===== config.mk =====
export PLATFORM = sky130hd
export DESIGN_NAME = node_rr_scheduler
export DESIGN_NICKNAME = d
export VERILOG_FILES = /design/src/rtl/node_rr_scheduler.sv
export SDC_FILE = /design/constraint.sdc
export NUM_CORES = 1
export LEC_CHECK = 0
export ABC_AREA = 1
export CAP_MARGIN = 5
export CORE_MARGIN = 5
export CORE_UTILIZATION = 40
export CTS_CLUSTER_DIAMETER = 200
export DETAILED_ROUTE_END_ITERATION = 10
export PLACE_DENSITY = 0.87
export SETUP_SLACK_MARGIN = 0.05
export SYNTH_ARGS = -nofsm -noshare
export SYNTH_HDL_FRONTEND = slang
export SYNTH_SLANG_ARGS = --single-unit

===== constraint.sdc =====
create_clock -name clk_i -period 3.6 [get_ports clk_i]
set_input_delay 0.72 -clock clk_i [delete_from_list [all_inputs] [get_ports clk_i]]
set_output_delay 0.72 -clock clk_i [all_outputs]
set_load 0.02 [all_outputs]

===== src/rtl/node_rr_scheduler.sv =====
// Round-robin front end that time-shares one start/ready computation node among
// NREQ requesters, with operand capture, per-requester completion pulses and a watchdog.
module node_rr_scheduler #(
  parameter int W       = 16,
  parameter int NREQ    = 4,
  parameter int TIMEOUT = 1024
) (
  input  logic              clk_i,
  input  logic              rst_i,
  input  logic [NREQ-1:0]   req_i,
  input  logic [NREQ*W-1:0] arg0_i,
  input  logic [NREQ*W-1:0] arg1_i,
  input  logic [NREQ*W-1:0] arg2_i,
  output logic [NREQ-1:0]   gnt_o,
  output logic [NREQ-1:0]   done_o,
  output logic [W-1:0]      res_o,
  output logic              err_o,
  output logic              busy_o,
  output logic              node_st_o,
  input  logic              node_rd_i,
  output logic [W-1:0]      node_in0_o,
  output logic [W-1:0]      node_in1_o,
  output logic [W-1:0]      node_in2_o,
  input  logic [W-1:0]      node_res_i
);

  localparam int PW = (NREQ > 1) ? $clog2(NREQ) : 1;
  localparam int TW = (TIMEOUT > 0) ? $clog2(TIMEOUT + 1) : 1;
  localparam logic [TW-1:0] TLAST = (TIMEOUT > 0) ? TW'(TIMEOUT - 1) : '0;

  typedef enum logic [1:0] {
    IDLE    = 2'd0,
    RUN     = 2'd1,
    RELEASE = 2'd2
  } state_t;

  state_t          state_q, state_d;
  logic [PW-1:0]   ptr_q, ptr_d;
  logic [NREQ-1:0] gnt_q, gnt_d;
  logic [NREQ-1:0] done_q, done_d;
  logic [W-1:0]    res_q, res_d;
  logic            err_q, err_d;
  logic            st_q, st_d;
  logic [W-1:0]    in0_q, in0_d;
  logic [W-1:0]    in1_q, in1_d;
  logic [W-1:0]    in2_q, in2_d;
  logic [TW-1:0]   timer_q, timer_d;

  logic [PW-1:0]   win;
  logic            win_vld;

  // Search starts just after the last winner so every requester gets its turn.
  always_comb begin
    win     = ptr_q;
    win_vld = 1'b0;
    for (int k = 1; k <= NREQ; k++) begin
      if (!win_vld && req_i[(int'(ptr_q) + k) % NREQ]) begin
        win_vld = 1'b1;
        win     = PW'((int'(ptr_q) + k) % NREQ);
      end
    end
  end

  always_comb begin
    state_d = state_q;
    ptr_d   = ptr_q;
    gnt_d   = gnt_q;
    done_d  = '0;
    res_d   = res_q;
    err_d   = err_q;
    st_d    = st_q;
    in0_d   = in0_q;
    in1_d   = in1_q;
    in2_d   = in2_q;
    timer_d = timer_q;
    case (state_q)
      IDLE: begin
        if (win_vld) begin
          ptr_d   = win;
          gnt_d   = NREQ'(1) << win;
          in0_d   = arg0_i[win*W +: W];
          in1_d   = arg1_i[win*W +: W];
          in2_d   = arg2_i[win*W +: W];
          st_d    = 1'b1;
          timer_d = '0;
          state_d = RUN;
        end
      end
      RUN: begin
        if (TIMEOUT != 0) timer_d = timer_q + 1'b1;
        // A ready node wins over a watchdog expiry in the same cycle.
        if (node_rd_i) begin
          res_d   = node_res_i;
          err_d   = 1'b0;
          done_d  = gnt_q;
          st_d    = 1'b0;
          state_d = RELEASE;
        end else if (TIMEOUT != 0 && timer_q == TLAST) begin
          res_d   = '0;
          err_d   = 1'b1;
          done_d  = gnt_q;
          st_d    = 1'b0;
          state_d = RELEASE;
        end
      end
      RELEASE: begin
        // Hold the grant until the node has dropped ready, so it is fully re-armed.
        if (!node_rd_i) begin
          gnt_d   = '0;
          state_d = IDLE;
        end
      end
      default: state_d = IDLE;
    endcase
  end

  always_ff @(posedge clk_i or posedge rst_i) begin
    if (rst_i) begin
      state_q <= IDLE;
      ptr_q   <= PW'(NREQ - 1);
      gnt_q   <= '0;
      done_q  <= '0;
      res_q   <= '0;
      err_q   <= 1'b0;
      st_q    <= 1'b0;
      in0_q   <= '0;
      in1_q   <= '0;
      in2_q   <= '0;
      timer_q <= '0;
    end else begin
      state_q <= state_d;
      ptr_q   <= ptr_d;
      gnt_q   <= gnt_d;
      done_q  <= done_d;
      res_q   <= res_d;
      err_q   <= err_d;
      st_q    <= st_d;
      in0_q   <= in0_d;
      in1_q   <= in1_d;
      in2_q   <= in2_d;
      timer_q <= timer_d;
    end
  end

  assign gnt_o      = gnt_q;
  assign done_o     = done_q;
  assign res_o      = res_q;
  assign err_o      = err_q;
  assign busy_o     = (state_q != IDLE);
  assign node_st_o  = st_q;
  assign node_in0_o = in0_q;
  assign node_in1_o = in1_q;
  assign node_in2_o = in2_q;

endmodule

==> flow_metrics.py <==
metrics = {
    "cells_and_area": {
        "syn2layout_area_growth_pct": 59.21,
        "n_antenna_cell": 0,
        "finalNetCount": 1258,
        "drive_gt1_frac": 0.04967,
        "nFillCells": 1139,
    },
    "critical_path": {
        "critPathMaxStageDelay_ns": 0.70,
        "cp_common_cell": "nand2_1",
        "path_max_fanout": 49,
        "timing.rr.start": "ptr_q[0]",
        "worstSetupPathType": "flip-flop to flip-flop",
        "critPathSlowestCell": "dfstp_2",
        "r2r_slack_ns": 0.84,
        "crit_path_start_kind": "flip-flop",
        "r2r_cells": 12,
        "r2r-end": "node_in0_o[8]",
        "cp.required_ns": 3.88,
        "end_kind": "flip-flop",
        "crit_arrival_ns": 3.03,
        "crit_chain": "inv_2, nand2_1, nand2_1, nand2_2, nand2_2, inv_4, nand3_4, nand2_4, nand2_1, nand3_1, nand3_1, nand2_1",
    },
    "timing": {
        "period_needed_ns": 2.756,
        "slew_viol_final": 0,
        "rsz0062_at_grt": "no",
        "finalHoldViolations": 0,
        "period_share": 0.7656,
        "fin_hold_ws_ns": 0.4719,
        "skew_ns": 0.008007,
        "finalSetupTns_ns": 0,
        "fmax_ghz": 0.3628,
        "setup_violations": 0,
        "maxSlewHeadroom": 0.2930,
        "tightestPinTransition_ns": 1.057,
    },
    "placed_design": {
        "gp_congestion": 0.9140,
        "dp.final_hpwl_microns": 15330,
        "portBuffers": 289,
    },
    "outcome": {
        "status": "complete, no violations",
    },
    "route": {
        "firstDrtPassIters": 5,
        "viasPerCell": 5.379,
        "wl_per_cell_microns": 17.13,
        "totalWireLength_microns": 20950,
        "drt-initial-drc-count": 505,
        "vias": 6579,
        "detail-route-antenna-nets": 0,
        "drc": 0,
    },
    "clock_tree": {
        "cts_hold_buffers": 0,
        "cts_tree": "yes",
        "cts-root-buf": "clkbuf_16",
        "htree_levels": 3,
        "cts_resized": 0,
        "clock_latency_ns": 0.34,
        "cts_sinks": 89,
        "clk_pin_slew_ns": 0.07,
        "cts_buffers": 9,
        "cts_max_path_buffers": 2,
        "cts_setup_buffers": 0,
    },
    "global_route": {
        "grt_usage": 0.2521,
        "grt_pass1_wl_microns": 32960,
        "grt_pass1_vias": 6299,
        "grt_start_max_net_pins": 54,
        "overflow": 0,
        "grt_antenna_before_repair": 0,
    },
    "job": {
        "cap_violations": 0,
    },
    "yosys": {
        "syn_area_per_cell_sq_um": 6.966,
        "synthTopCellsByArea": "dfrtp_1, nand3_1, nand2_1",
        "synth_area_sq_um": 5503,
        "synth-seq-area-share": 0.4052,
        "synth_edf_count": 0,
        "synth_largest_area_cell": "dfrtp_1",
        "yosysWarningCount": 0,
        "synthArstFlopShare": 1.000,
        "syn-num-nets": 1006,
        "syn_inst": 790,
        "ys_seq_elements": 89,
        "synth_top_area_share": 0.3956,
        "ys_types": 30,
        "synth_flop_cell": "dfrtp_1",
    },
    "floorplanning": {
        "die_x_microns": 127.3,
        "start_util": 0.4123,
        "die_area_sq_um": 16200,
        "die_h_microns": 127.3,
        "core.rowCount": 42,
        "io_pins": 290,
        "core_sq_um": 13350,
    },
    "power": {
        "power.density_nw_per_um2": 1060,
        "vdd_drop_max_v": 0.0005722,
        "leakagePower_nw": 3.983,
    },
    "hold_path": {
        "hold_class": "flip-flop to flip-flop",
        "min_to": "res_o[5]",
        "whs_path_depth": 2,
        "hold_path_startpoint": "res_o[5]",
    },
}
## layout by cell type, fill, tap and decap left out, drive strengths merged
master,instances
or2,1
nand4,1
clkinv,4
nor2,17
clkinvlp,1
clkdlybuf4s50,289
xor2,1
bufinv,1
a21oi,6
dfstp,2
nor3,2
clkbuf,12
inv,22
o32ai,2
nand2,255
ha,1
buf,15
o31ai,2
o21ai,13
nand3,309
o22ai,2
o211ai,2
dfrtp,87
## routing by layer
layer,GRT usage,part of all wire,up-vias
met4,0.1066,0.036,0
met2,0.4168,0.49,352
met3,0.04925,0.089,62
li1,-,-,3159
met1,0.3225,0.39,3006
met5,0,0,-
## logic make-up (layout without fill, tap and decap cells)
group | count (synthesis) | after routing | synth area share
and+or+nand+nor | 585 | 585 | 0.4798
buffers and inverters | 87 | 344 | 0.08299
DFF | 89 | 89 | 0.4052
xor gates and xnor gates | 1 | 1 | 0.001592
adders and majority gates | 1 | 1 | 0.002273
AOI/OAI and AO/OA | 27 | 27 | 0.02819
## metrics by stage
stage | total power [mW] | util | cells | instance area (sq um) | setup WS [ns]
finish | 9.289 | 0.6564 | 1223 | 8761 | 0.8440
global placement | 8.190 | 0.6333 | 1207 | 8453 | 0.6838
global route | 10.12 | 0.6564 | 1223 | 8761 | 0.6744
floorplan | 6.231 | - | 790 | 5503 | 0.5764
detailed placement | 8.317 | 0.6333 | 1207 | 8453 | 0.6017
CTS | 9.332 | 0.6564 | 1223 | 8761 | 0.8865
## Yosys cell counts, types with 3 or more instances
master    count
a21oi_1       6
buf_6         7
inv_1        19
buf_2        30
clkbuf_1     13
nand2_2       7
buf_1         3
buf_4        10
nand2_1     246
nand3_1     307
o21ai_1       6
nor2_1       17
dfrtp_1      87
inv_2         3
o21ai_0       7
## how the worst max path moves through the flow
stage	start	endpoint	slack (ns)	depth (start not counted)
2_1_floorplan	rst_i	done_o[0]	0.58	1
3_3_place_gp	req_i[2]	node_in0_o[6]	0.68	12
3_5_place_dp	req_i[2]	node_in0_o[8]	0.60	11
4_1_cts	ptr_q[0]	node_in0_o[8]	0.89	12
5_1_grt	ptr_q[0]	node_in2_o[3]	0.67	12
6_report	ptr_q[0]	node_in0_o[8]	0.84	12
## power by group
part | leakage [nW] | switching, mW | internal (mW)
sequential | 1.11 | 0.280 | 1.48
combinational | 2.73 | 4.14 | 2.42
clock | 0.149 | 0.391 | 0.576
total | 3.98 | 4.81 | 4.48
## registers in the layout, summed over array words and instances (netlist names)
register	flops
node_st_o	1
err_o	1
node_in0_o	16
ptr_q	2
done_o	4
gnt_o	4
state_q	2
res_o	16
node_in1_o	16
timer_q	11
node_in2_o	16
## area by class of cell
type                            count  area [sq um]  share of cell area
Tap cell                          176         220.2             0.02514
Multi-Input combinational cell    614          2829              0.3229
Clock inverter                      4         51.30            0.005855
Clock buffer                       12         256.5             0.02928
Inverter                           24         93.84             0.01071
Timing Repair Buffer              304          3080              0.3516
Sequential cell                    89          2230              0.2545
## worst max-delay path, delay by kind of cell (launching register included)
family	cells	cell delay [ns]
flip-flops	1	0.70
AND/OR/NAND/NOR	10	1.68
buffers and inverters	2	0.26
Power figures use the tool's default switching activity.
